===== config.mk =====
export PLATFORM = sky130hd
export DESIGN_NAME = mul_round_pack
export DESIGN_NICKNAME = d
export VERILOG_FILES = /design/src/rtl/mul_pkg.sv /design/src/rtl/mul_round_incr.sv /design/src/rtl/mul_round_pack.sv
export SDC_FILE = /design/constraint.sdc
export NUM_CORES = 1
export LEC_CHECK = 0
export ABC_AREA = 1
export BUFFER_PORTS_ARGS = -buffer_cell sky130_fd_sc_hd__buf_4
export CORE_ASPECT_RATIO = 0.5
export CORE_MARGIN = 1
export CORE_UTILIZATION = 40
export DETAILED_ROUTE_END_ITERATION = 12
export PLACE_DENSITY_LB_ADDON = 0.08
export SETUP_SLACK_MARGIN = 0.1
export SYNTH_ARGS = -nofsm -noshare
export SYNTH_HDL_FRONTEND = slang
export SYNTH_HIERARCHICAL = 1
export SYNTH_SLANG_ARGS = --single-unit

===== constraint.sdc =====
create_clock -name clk -period 2.4 [get_ports clk]
set_input_delay 0 -clock clk [delete_from_list [all_inputs] [get_ports clk]]
set_output_delay 0 -clock clk [all_outputs]
set_load 0.1 [all_outputs]

===== src/rtl/mul_pkg.sv =====
// mul_pkg: shared rounding-mode and exception-flag types for the multiplier datapath
package mul_pkg;
  typedef enum logic [2:0] {RNE = 3'd0, RTZ = 3'd1, RDN = 3'd2, RUP = 3'd3, RMM = 3'd4} rnd_mode_t;
  typedef struct packed {
    logic overflow;
    logic underflow;
    logic inexact;
  } mul_flags_t;
endpackage


===== src/rtl/mul_round_incr.sv =====
// mul_round_incr: IEEE-754 round-increment decision; reserved mode codes round to nearest even
module mul_round_incr
  import mul_pkg::*;
(
  input  logic       sign,
  input  logic       lsb,
  input  logic       g,
  input  logic       s,
  input  logic [2:0] rm,
  output logic       inc,
  output logic       inexact
);
  always_comb begin
    inexact = g | s;
    inc = rm == RTZ ? 1'b0 :
          rm == RDN ? sign & inexact :
          rm == RUP ? !sign & inexact :
          rm == RMM ? g : g & (s | lsb);
  end
endmodule


===== src/rtl/mul_round_pack.sv =====
// mul_round_pack: 2-stage round/pack pipeline; define MUL_ROUND_PACK_SKID_EN for a registered-ready 2-entry output skid buffer
module mul_round_pack
  import mul_pkg::*;
#(
  parameter int EXPO_W = 8,
  parameter int MANT_W = 23
) (
  input  logic                       clk,
  input  logic                       rst,
  input  logic                       in_valid,
  output logic                       in_ready,
  input  logic                       in_sign,
  input  logic [EXPO_W+1:0]          in_expo,
  input  logic [2*MANT_W+1:0]        in_mant,
  input  logic                       in_uflow,
  input  logic                       in_sticky,
  input  logic [2:0]                 in_rm,
  input  logic                       in_byp,
  input  logic [EXPO_W+MANT_W:0]     in_byp_data,
  output logic                       out_valid,
  input  logic                       out_ready,
  output logic [EXPO_W+MANT_W:0]     out_result,
  output logic [2:0]                 out_flags
);
  localparam int W = 1 + EXPO_W + MANT_W;
  typedef struct packed {
    logic              sign;
    logic [EXPO_W+1:0] expo;
    logic [MANT_W:0]   mant;
    logic              inc;
    logic              gs;
    logic              uflow;
    logic              byp;
    logic [W-1:0]      byp_data;
    logic [2:0]        rm;
  } s1_t;
  typedef struct packed {
    logic [W-1:0] res;
    mul_flags_t   flags;
  } s2_t;
  s1_t s1_d, s1_q;
  s2_t s2_d, s2_q, s2_n;
  logic s1_valid_d, s1_valid_q, s2_valid_d, s2_valid_q;
  logic s1_en, s2_en, inc, gs, ovf, to_max;
  logic [MANT_W+1:0] sum;
  logic [EXPO_W+1:0] expo_r;
  mul_round_incr u_incr (
    .sign    (in_sign),
    .lsb     (in_mant[MANT_W]),
    .g       (in_mant[MANT_W-1]),
    .s       (|in_mant[MANT_W-2:0] | in_sticky),
    .rm      (in_rm),
    .inc     (inc),
    .inexact (gs)
  );
  always_comb begin
    sum = {1'b0, s1_q.mant} + {{(MANT_W+1){1'b0}}, s1_q.inc};
    expo_r = sum[MANT_W+1] ? s1_q.expo + (EXPO_W+2)'(1) :
             (s1_q.expo == '0 && sum[MANT_W]) ? (EXPO_W+2)'(1) : s1_q.expo;
    ovf = s1_q.expo[EXPO_W+1] || expo_r >= (EXPO_W+2)'((1 << EXPO_W) - 1);
    to_max = s1_q.rm == RTZ || (s1_q.rm == RDN && !s1_q.sign) || (s1_q.rm == RUP && s1_q.sign);
    s2_n.res = s1_q.byp ? s1_q.byp_data :
               !ovf ? {s1_q.sign, expo_r[EXPO_W-1:0], sum[MANT_W-1:0]} :
               to_max ? {s1_q.sign, {(EXPO_W-1){1'b1}}, 1'b0, {MANT_W{1'b1}}} :
               {s1_q.sign, {EXPO_W{1'b1}}, {MANT_W{1'b0}}};
    s2_n.flags = s1_q.byp ? '0 : mul_flags_t'{overflow: ovf, underflow: s1_q.uflow & s1_q.gs, inexact: s1_q.gs | ovf};
    s1_en = !s1_valid_q || s2_en;
    s1_valid_d = s1_en ? in_valid && in_ready : s1_valid_q;
    s1_d = s1_en ? s1_t'{sign: in_sign, expo: in_expo,
                         mant: {in_mant[2*MANT_W+1] | in_mant[2*MANT_W], in_mant[2*MANT_W-1:MANT_W]},
                         inc: inc, gs: gs, uflow: in_uflow, byp: in_byp, byp_data: in_byp_data, rm: in_rm} : s1_q;
    s2_valid_d = s2_en ? s1_valid_q : s2_valid_q;
    s2_d = s2_en ? s2_n : s2_q;
  end
  always_ff @(posedge clk) begin
    if (rst) begin
      s1_valid_q <= 1'b0;
      s2_valid_q <= 1'b0;
      s1_q <= '0;
      s2_q <= '0;
    end else begin
      s1_valid_q <= s1_valid_d;
      s2_valid_q <= s2_valid_d;
      s1_q <= s1_d;
      s2_q <= s2_d;
    end
  end
`ifdef MUL_ROUND_PACK_SKID_EN
  s2_t fifo_d [2];
  s2_t fifo_q [2];
  logic [1:0] cnt_d, cnt_q, cnt_p;
  logic pop, direct, push;
  always_comb begin
    pop = cnt_q != 2'd0 && out_ready;
    direct = s2_valid_q && cnt_q == 2'd0 && out_ready;
    push = s2_valid_q && !direct && (cnt_q != 2'd2 || pop);
    s2_en = !s2_valid_q || direct || push;
    cnt_p = cnt_q - {1'b0, pop};
    fifo_d = fifo_q;
    if (pop) fifo_d[0] = fifo_q[1];
    if (push) fifo_d[cnt_p[0]] = s2_q;
    cnt_d = cnt_p + {1'b0, push};
  end
  always_ff @(posedge clk) begin
    if (rst) begin
      cnt_q <= 2'd0;
      fifo_q <= '{default: '0};
    end else begin
      cnt_q <= cnt_d;
      fifo_q <= fifo_d;
    end
  end
  assign in_ready = !rst && !(s1_valid_q && s2_valid_q && cnt_q == 2'd2);
  assign out_valid = s2_valid_q || cnt_q != 2'd0;
  assign out_result = cnt_q != 2'd0 ? fifo_q[0].res : s2_q.res;
  assign out_flags = cnt_q != 2'd0 ? fifo_q[0].flags : s2_q.flags;
`else
  assign s2_en = !s2_valid_q || out_ready;
  assign in_ready = !rst && (!s1_valid_q || !s2_valid_q || out_ready);
  assign out_valid = s2_valid_q;
  assign out_result = s2_q.res;
  assign out_flags = s2_q.flags;
`endif
endmodule

==> flow_metrics.env, run 1 <==
export IMPL_setup_viol=5
export IMPL_slew_violations=0
export IMPL_fin_nets=1108
export IMPL_std_cell_rows=30
export IMPL_slew_headroom=0.443
export IMPL_p_clk_frac=0.311
export IMPL_pwr_density_cell_nw_per_um2=578
export IMPL_crit_fanout=6
export IMPL_synth_flop_cell="dfxtp_1"
export IMPL_synth_seq_cells=111
export IMPL_postLayoutCoreUtil=0.612
export IMPL_arrival_ns=2.64
export IMPL_endpoint_kind="flop"
export IMPL_fin_tns_setup_ns=-0.0167
export IMPL_place_inst=1097
export IMPL_peakVddDrop_uv=323
export IMPL_finalNonFillerCells=1198
export IMPL_antenna_cells=0
export IMPL_period_share=1.00
export IMPL_synth_area_um2=5700
export IMPL_critPathLaunchType="flop"
export IMPL_viasPerCell=4.84
export IMPL_io_pins=138
export IMPL_multiInputGateArea_um2=3250
export IMPL_cts_tree="built"
export IMPL_globalRouteOverflowTotal=0
export IMPL_design_die_area_um2=14700
export IMPL_crit_type="flop to flop"
export IMPL_p_comb_frac=0.265
export IMPL_cts_made_buffers=9
export IMPL_clockBufferDepth=2
export IMPL_finClkSkew_ns=0.0113
export IMPL_dieHeight_um=86.4
export IMPL_gp_congestion=0.852
export IMPL_start_util=0.415
export IMPL_drive_above_1_share=0.316
export IMPL_syn_nets=883
export IMPL_synth_seq_area_share=0.390
export IMPL_synth_area_per_cell_um2=7.32
export IMPL_drtPass1Iterations=5
export IMPL_cp_required_ns=2.64
export IMPL_final_common_cell="buf_4"
export IMPL_synthToLayoutAreaGrowth_pct=47.7
export IMPL_ant_nets=0
export IMPL_finalWorstSetupSlack_ns=-0.00534
export IMPL_ys_warn_count=6
export IMPL_cts_root_buf="clkbuf_16"
export IMPL_max_cap_violations=0
export IMPL_swShare=0.322
export IMPL_seqCellArea_um2=2230
export IMPL_synth_async_reset_ratio=0
export IMPL_p_int_uw=3300
export IMPL_status="complete, but fails checks"
export IMPL_violations="negative setup slack"
export IMPL_p_switching_uw=1570
export IMPL_routed_wl_um=16000
export IMPL_die_x_um=171
export IMPL_grt_max_degree=55
export IMPL_min_delay_path_class="input port to flop"
export IMPL_finalHoldViolations=0
export IMPL_drt_iter0_drc=351
export IMPL_clk_latency_ns=0.35
export IMPL_htree_num_levels=3
export IMPL_num_vias=5798
export IMPL_final_cell_mix="buf_4 (171), nor2_1 (147), dfxtp_1 (108)"
export IMPL_whs_ns=0.00643
export IMPL_p_seq_frac=0.425
export IMPL_worstMarginPinSlew_ns=0.829
export IMPL_grt_pass1_wl_um=26600
export IMPL_grt_use_total=0.227
export IMPL_fmax_mhz=416
export IMPL_wl_per_cell_um=13.4
export IMPL_synthesis_instances=778
export IMPL_io_buffers=137
export IMPL_antenna_found_initial=0
export IMPL_fillerInstances=1288
export IMPL_rsz0062_at_grt="yes"
export IMPL_dp_hpwl_um=11100
export IMPL_fin_crit_ns=2.41
export IMPL_clkSlewWorstSetupHoldPaths_ns=0.07
export IMPL_cts_sinks=111
export IMPL_grt_pass1_vias=5463
export IMPL_synth_cell_types=38
export IMPL_drc=0
export IMPL_fp_coreArea_um2=13700
export IMPL_p_leak_uw=0.00400
export IMPL_synth_edf_count=0
## critical path, stage by stage (launching register included)
cell	delay (ns)
dfxtp_2	0.35
ha_4	0.15
ha_4	0.14
nand3_4	0.09
nor2_4	0.13
nand4_4	0.11
nor3_4	0.24
nand4_1	0.22
a21oi_4	0.24
o21ai_4	0.11
nand2_4	0.15
clkbuf_16	0.17
nand3_2	0.06
nand2_2	0.08
a21oi_2	0.04
## synth_stat cells, drive strengths merged (3+ instances only)
library cell | number | area share
nor2 | 158 | 0.11
nand2 | 107 | 0.082
nand4 | 9 | 0.014
ha | 4 | 0.0088
clkinv | 3 | 0.0020
inv | 35 | 0.023
o22ai | 6 | 0.0066
a21oi | 51 | 0.060
buf | 8 | 0.0092
nor3 | 10 | 0.014
nand3 | 67 | 0.076
o21ai | 109 | 0.098
clkbuf | 38 | 0.025
dfxtp | 111 | 0.39
or2 | 24 | 0.026
xor2 | 17 | 0.026
nor4 | 6 | 0.0066
xnor2 | 9 | 0.014
## sequential cells by signal, indices dropped and copies added, names as in the netlist
name and cells:
out_valid 1, out_result 32, out_flags 3, s1_valid_q 1
s1_q 74
## what timing repair did
item	CTS	global route
cloned	1	2
resized for setup	13	16
endpoints found under the hold margin	77	0
hold buffers	76	0
buffers inserted	4	4
endpoints found under the setup margin	28	34
pin swaps	4	5
## metal layers
layer  global-route usage  routed length (um)
met1                0.320                8230
met2                0.362                6980
met3               0.0416                 695
met4               0.0475                  91
met5                    0                   0
## power groups by stage
stage / registers (uW) / logic (uW) / clock network, uW
2_1_floorplan: 2490 / 389 / 0
3_3_place_gp: 2110 / 1120 / 0
3_5_place_dp: 2110 / 1130 / 0
4_1_cts: 2070 / 1250 / 1550
5_1_grt: 2080 / 1390 / 1630
6_report: 2070 / 1290 / 1510
## worst paths after layout
check                                                from                     endpoint  slack (ns)  depth (start not counted)
worst max-delay path                s1_q[38]$_SDFFE_PP0P_  out_result[12]$_SDFFE_PP0P_      -0.005                         14
worst min-delay path                               in_byp        s1_q[35]$_SDFFE_PP0P_       0.006                          3
worst max register to register      s1_q[38]$_SDFFE_PP0P_  out_result[12]$_SDFFE_PP0P_      -0.005                         14
worst min register to register  out_flags[1]$_SDFFE_PP0P_    out_flags[1]$_SDFFE_PP0P_        0.47                          2
## through the flow
step	total power, uW	cell area [um2]	setup WS [ns]
6_report	4870	8410	-0.00534
5_1_grt	5100	8410	-0.152
4_1_cts	4870	8270	0.0293
3_5_place_dp	3240	7120	-0.0543
3_3_place_gp	3230	7120	-0.0147
2_1_floorplan	2880	5720	0.114
## cells by family after synthesis
logic type	share of synthesized area
simple gates	0.334
buf+inv	0.0593
fa+ha+maj	0.00879
flops	0.390
xor+xnor	0.0400
compound gates	0.168
## layout make-up
class,instances,area share
clock inverter,4,0.00654
tap,192,0.0286
inverter,38,0.0170
clock buffer,10,0.0284
multi-input combinational,584,0.386
timing repair buffer,259,0.269
sequential,111,0.265
Power figures use the tool's default switching activity.
==> run 2, diff against run 1 <==
--- a/config.mk
+++ b/config.mk
@@ -12,7 +12,7 @@
 export CORE_UTILIZATION = 40
 export DETAILED_ROUTE_END_ITERATION = 12
 export PLACE_DENSITY_LB_ADDON = 0.08
-export SETUP_SLACK_MARGIN = 0.1
+export SETUP_SLACK_MARGIN = 0.02
 export SYNTH_ARGS = -nofsm -noshare
 export SYNTH_HDL_FRONTEND = slang
 export SYNTH_HIERARCHICAL = 1
==> run 2 against run 1 <==
The run still ends with negative setup slack left. Highest routed layer unchanged. Clock skew increased by 0.0019 ns. Routed wire length up 0.96%. First-iteration DRC count increased by 0.85%. Hold slack improved by 0.0017 ns. Final area up 1.9%. Critical path type unchanged.
==> flow_metrics.env, run 2 (same netlist as run 1, synthesis figures left out) <==
export IMPL_fillerInstances=1244
export IMPL_design_die_area_um2=14700
export IMPL_setup_viol=5
export IMPL_max_cap_violations=0
export IMPL_grt_pass1_wl_um=26100
export IMPL_arrival_ns=2.69
export IMPL_ant_nets=0
export IMPL_cp_required_ns=2.67
export IMPL_drc=0
export IMPL_clk_latency_ns=0.35
export IMPL_grt_max_degree=66
export IMPL_crit_fanout=6
export IMPL_dpl_cell_area_um2=7130
export IMPL_worstMarginPinSlew_ns=0.717
export IMPL_clockBufferDepth=2
export IMPL_peakVddDrop_uv=419
export IMPL_globalRouteOverflowTotal=0
export IMPL_grt_use_total=0.222
export IMPL_num_vias=5751
export IMPL_fp_coreArea_um2=13700
export IMPL_die_x_um=171
export IMPL_min_delay_path_class="input port to flop"
export IMPL_cts_sinks=111
export IMPL_viasPerCell=4.77
export IMPL_htree_num_levels=3
export IMPL_finClkSkew_ns=0.0132
export IMPL_p_int_uw=3280
export IMPL_fin_tns_setup_ns=-0.0451
export IMPL_p_switching_uw=1570
export IMPL_rsz0062_at_grt="yes"
export IMPL_cts_root_buf="clkbuf_16"
export IMPL_p_comb_frac=0.267
export IMPL_p_clk_frac=0.306
export IMPL_slew_violations=0
export IMPL_std_cell_rows=30
export IMPL_swShare=0.323
export IMPL_stdcell_area_um2=8570
export IMPL_drt_iter0_drc=354
export IMPL_io_buffers=137
export IMPL_regMostFlops="s1_q"
export IMPL_fin_nets=1114
export IMPL_gp_congestion=0.859
export IMPL_crit_type="flop to flop"
export IMPL_finalNonFillerCells=1205
export IMPL_p_leak_uw=0.00408
export IMPL_clkSlewWorstSetupHoldPaths_ns=0.07
export IMPL_drive_above_1_share=0.340
export IMPL_cts_made_buffers=9
export IMPL_status="complete, but fails checks"
export IMPL_critPathLaunchType="flop"
export IMPL_violations="negative setup slack"
export IMPL_final_cell_mix="buf_4 (178), nor2_1 (148), dfxtp_1 (108)"
export IMPL_dieHeight_um=86.4
export IMPL_cts_tree="built"
export IMPL_postLayoutCoreUtil=0.624
export IMPL_grt_pass1_vias=5434
export IMPL_finalHoldViolations=0
export IMPL_drtPass1Iterations=4
export IMPL_path_cells="ha_4, ha_4, nand3_4, nor2_4, nand4_4, nor3_4, buf_4, nor2_1, nand2_1, nand2_2, nand2_4, inv_1, nand2_4, clkbuf_16, nand3_1, nand3_1, nand2_1, a21oi_1"
export IMPL_final_common_cell="buf_4"
export IMPL_start_util=0.415
export IMPL_critical_path_slowest_cell="dfxtp_2"
export IMPL_cpPeakStageDelay_ns=0.35
export IMPL_dp_slack_ns=-0.0774
export IMPL_place_inst=1103
export IMPL_p_seq_frac=0.427
export IMPL_pwr_density_cell_nw_per_um2=565
export IMPL_synthToLayoutAreaGrowth_pct=50.5
export IMPL_slew_headroom=0.522
export IMPL_wl_per_cell_um=13.4
export IMPL_fin_crit_ns=2.42
export IMPL_fmax_mhz=414
export IMPL_routed_wl_um=16200
export IMPL_io_pins=138
export IMPL_dp_hpwl_um=11200
export IMPL_endpoint_kind="flop"
export IMPL_period_share=1.01
export IMPL_antenna_cells=0
export IMPL_finalWorstSetupSlack_ns=-0.0178
export IMPL_antenna_found_initial=0
export IMPL_largest_reg_flops=74
run 2: critical path, delay by kind of cell, from the launching register on:
kind	cells	cell delay [ns]
flops	1	0.35
simple gates	12	1.16
fa+ha+maj	2	0.28
buf+inv	3	0.41
compound gates	1	0.13
run 2: final cells by class:
class | count | area, um2 | share of cell area
repair buffers | 265 | 2300 | 0.268
well taps | 192 | 240 | 0.0280
flip-flops and latches | 111 | 2230 | 0.260
inverters | 38 | 143 | 0.0166
clock buffers | 11 | 233 | 0.0271
multi-input cells | 584 | 3380 | 0.394
clock inverters | 4 | 56.3 | 0.00657
run 2: timing repair:
item	CTS	global route
setup buffers	7	2
endpoints found under the hold margin	76	0
hold buffers	75	0
gates resized for setup	19	40
pin swaps	8	26
endpoints found under the setup margin	24	33
cloned	2	3
run 2: path summary, 6_finish.rpt:
check / slack (ns) / endpoint / start / cells past startpoint
setup / recovery: -0.02 / out_result[0]$_SDFFE_PP0P_ / s1_q[38]$_SDFFE_PP0P_ / 18
hold / removal: 0.008 / s1_q[9]$_SDFFE_PP0P_ / in_byp_data[6] / 3
hold reg to reg: 0.47 / out_flags[1]$_SDFFE_PP0P_ / out_flags[1]$_SDFFE_PP0P_ / 2
setup reg to reg: -0.02 / out_result[0]$_SDFFE_PP0P_ / s1_q[38]$_SDFFE_PP0P_ / 18
run 2: per-layer routing:
metal	global-route usage	up-vias	share of wire
li1	-	3037	-
met1	0.317	2592	0.51
met2	0.356	113	0.44
met3	0.0388	9	0.039
met4	0.0344	0	0.0054
met5	0	-	0
run 2: power by group through the flow:
| stage | logic, uW | clock network [uW] | registers [uW] |
|---|---|---|---|
| 4_1_cts | 1270 | 1520 | 2070 |
| 6_report | 1290 | 1480 | 2070 |
| 3_3_place_gp | 1130 | 0 | 2100 |
| 5_1_grt | 1380 | 1600 | 2080 |
| 2_1_floorplan | 387 | 0 | 2490 |
| 3_5_place_dp | 1140 | 0 | 2100 |
run 2: metrics by stage:
step	power (uW)	hold slack (ns)
floorplan	2880	0.121
global placement	3230	0.248
detailed placement	3240	0.249
CTS	4850	0.00703
global route	5060	0.0148
finish	4840	0.00815
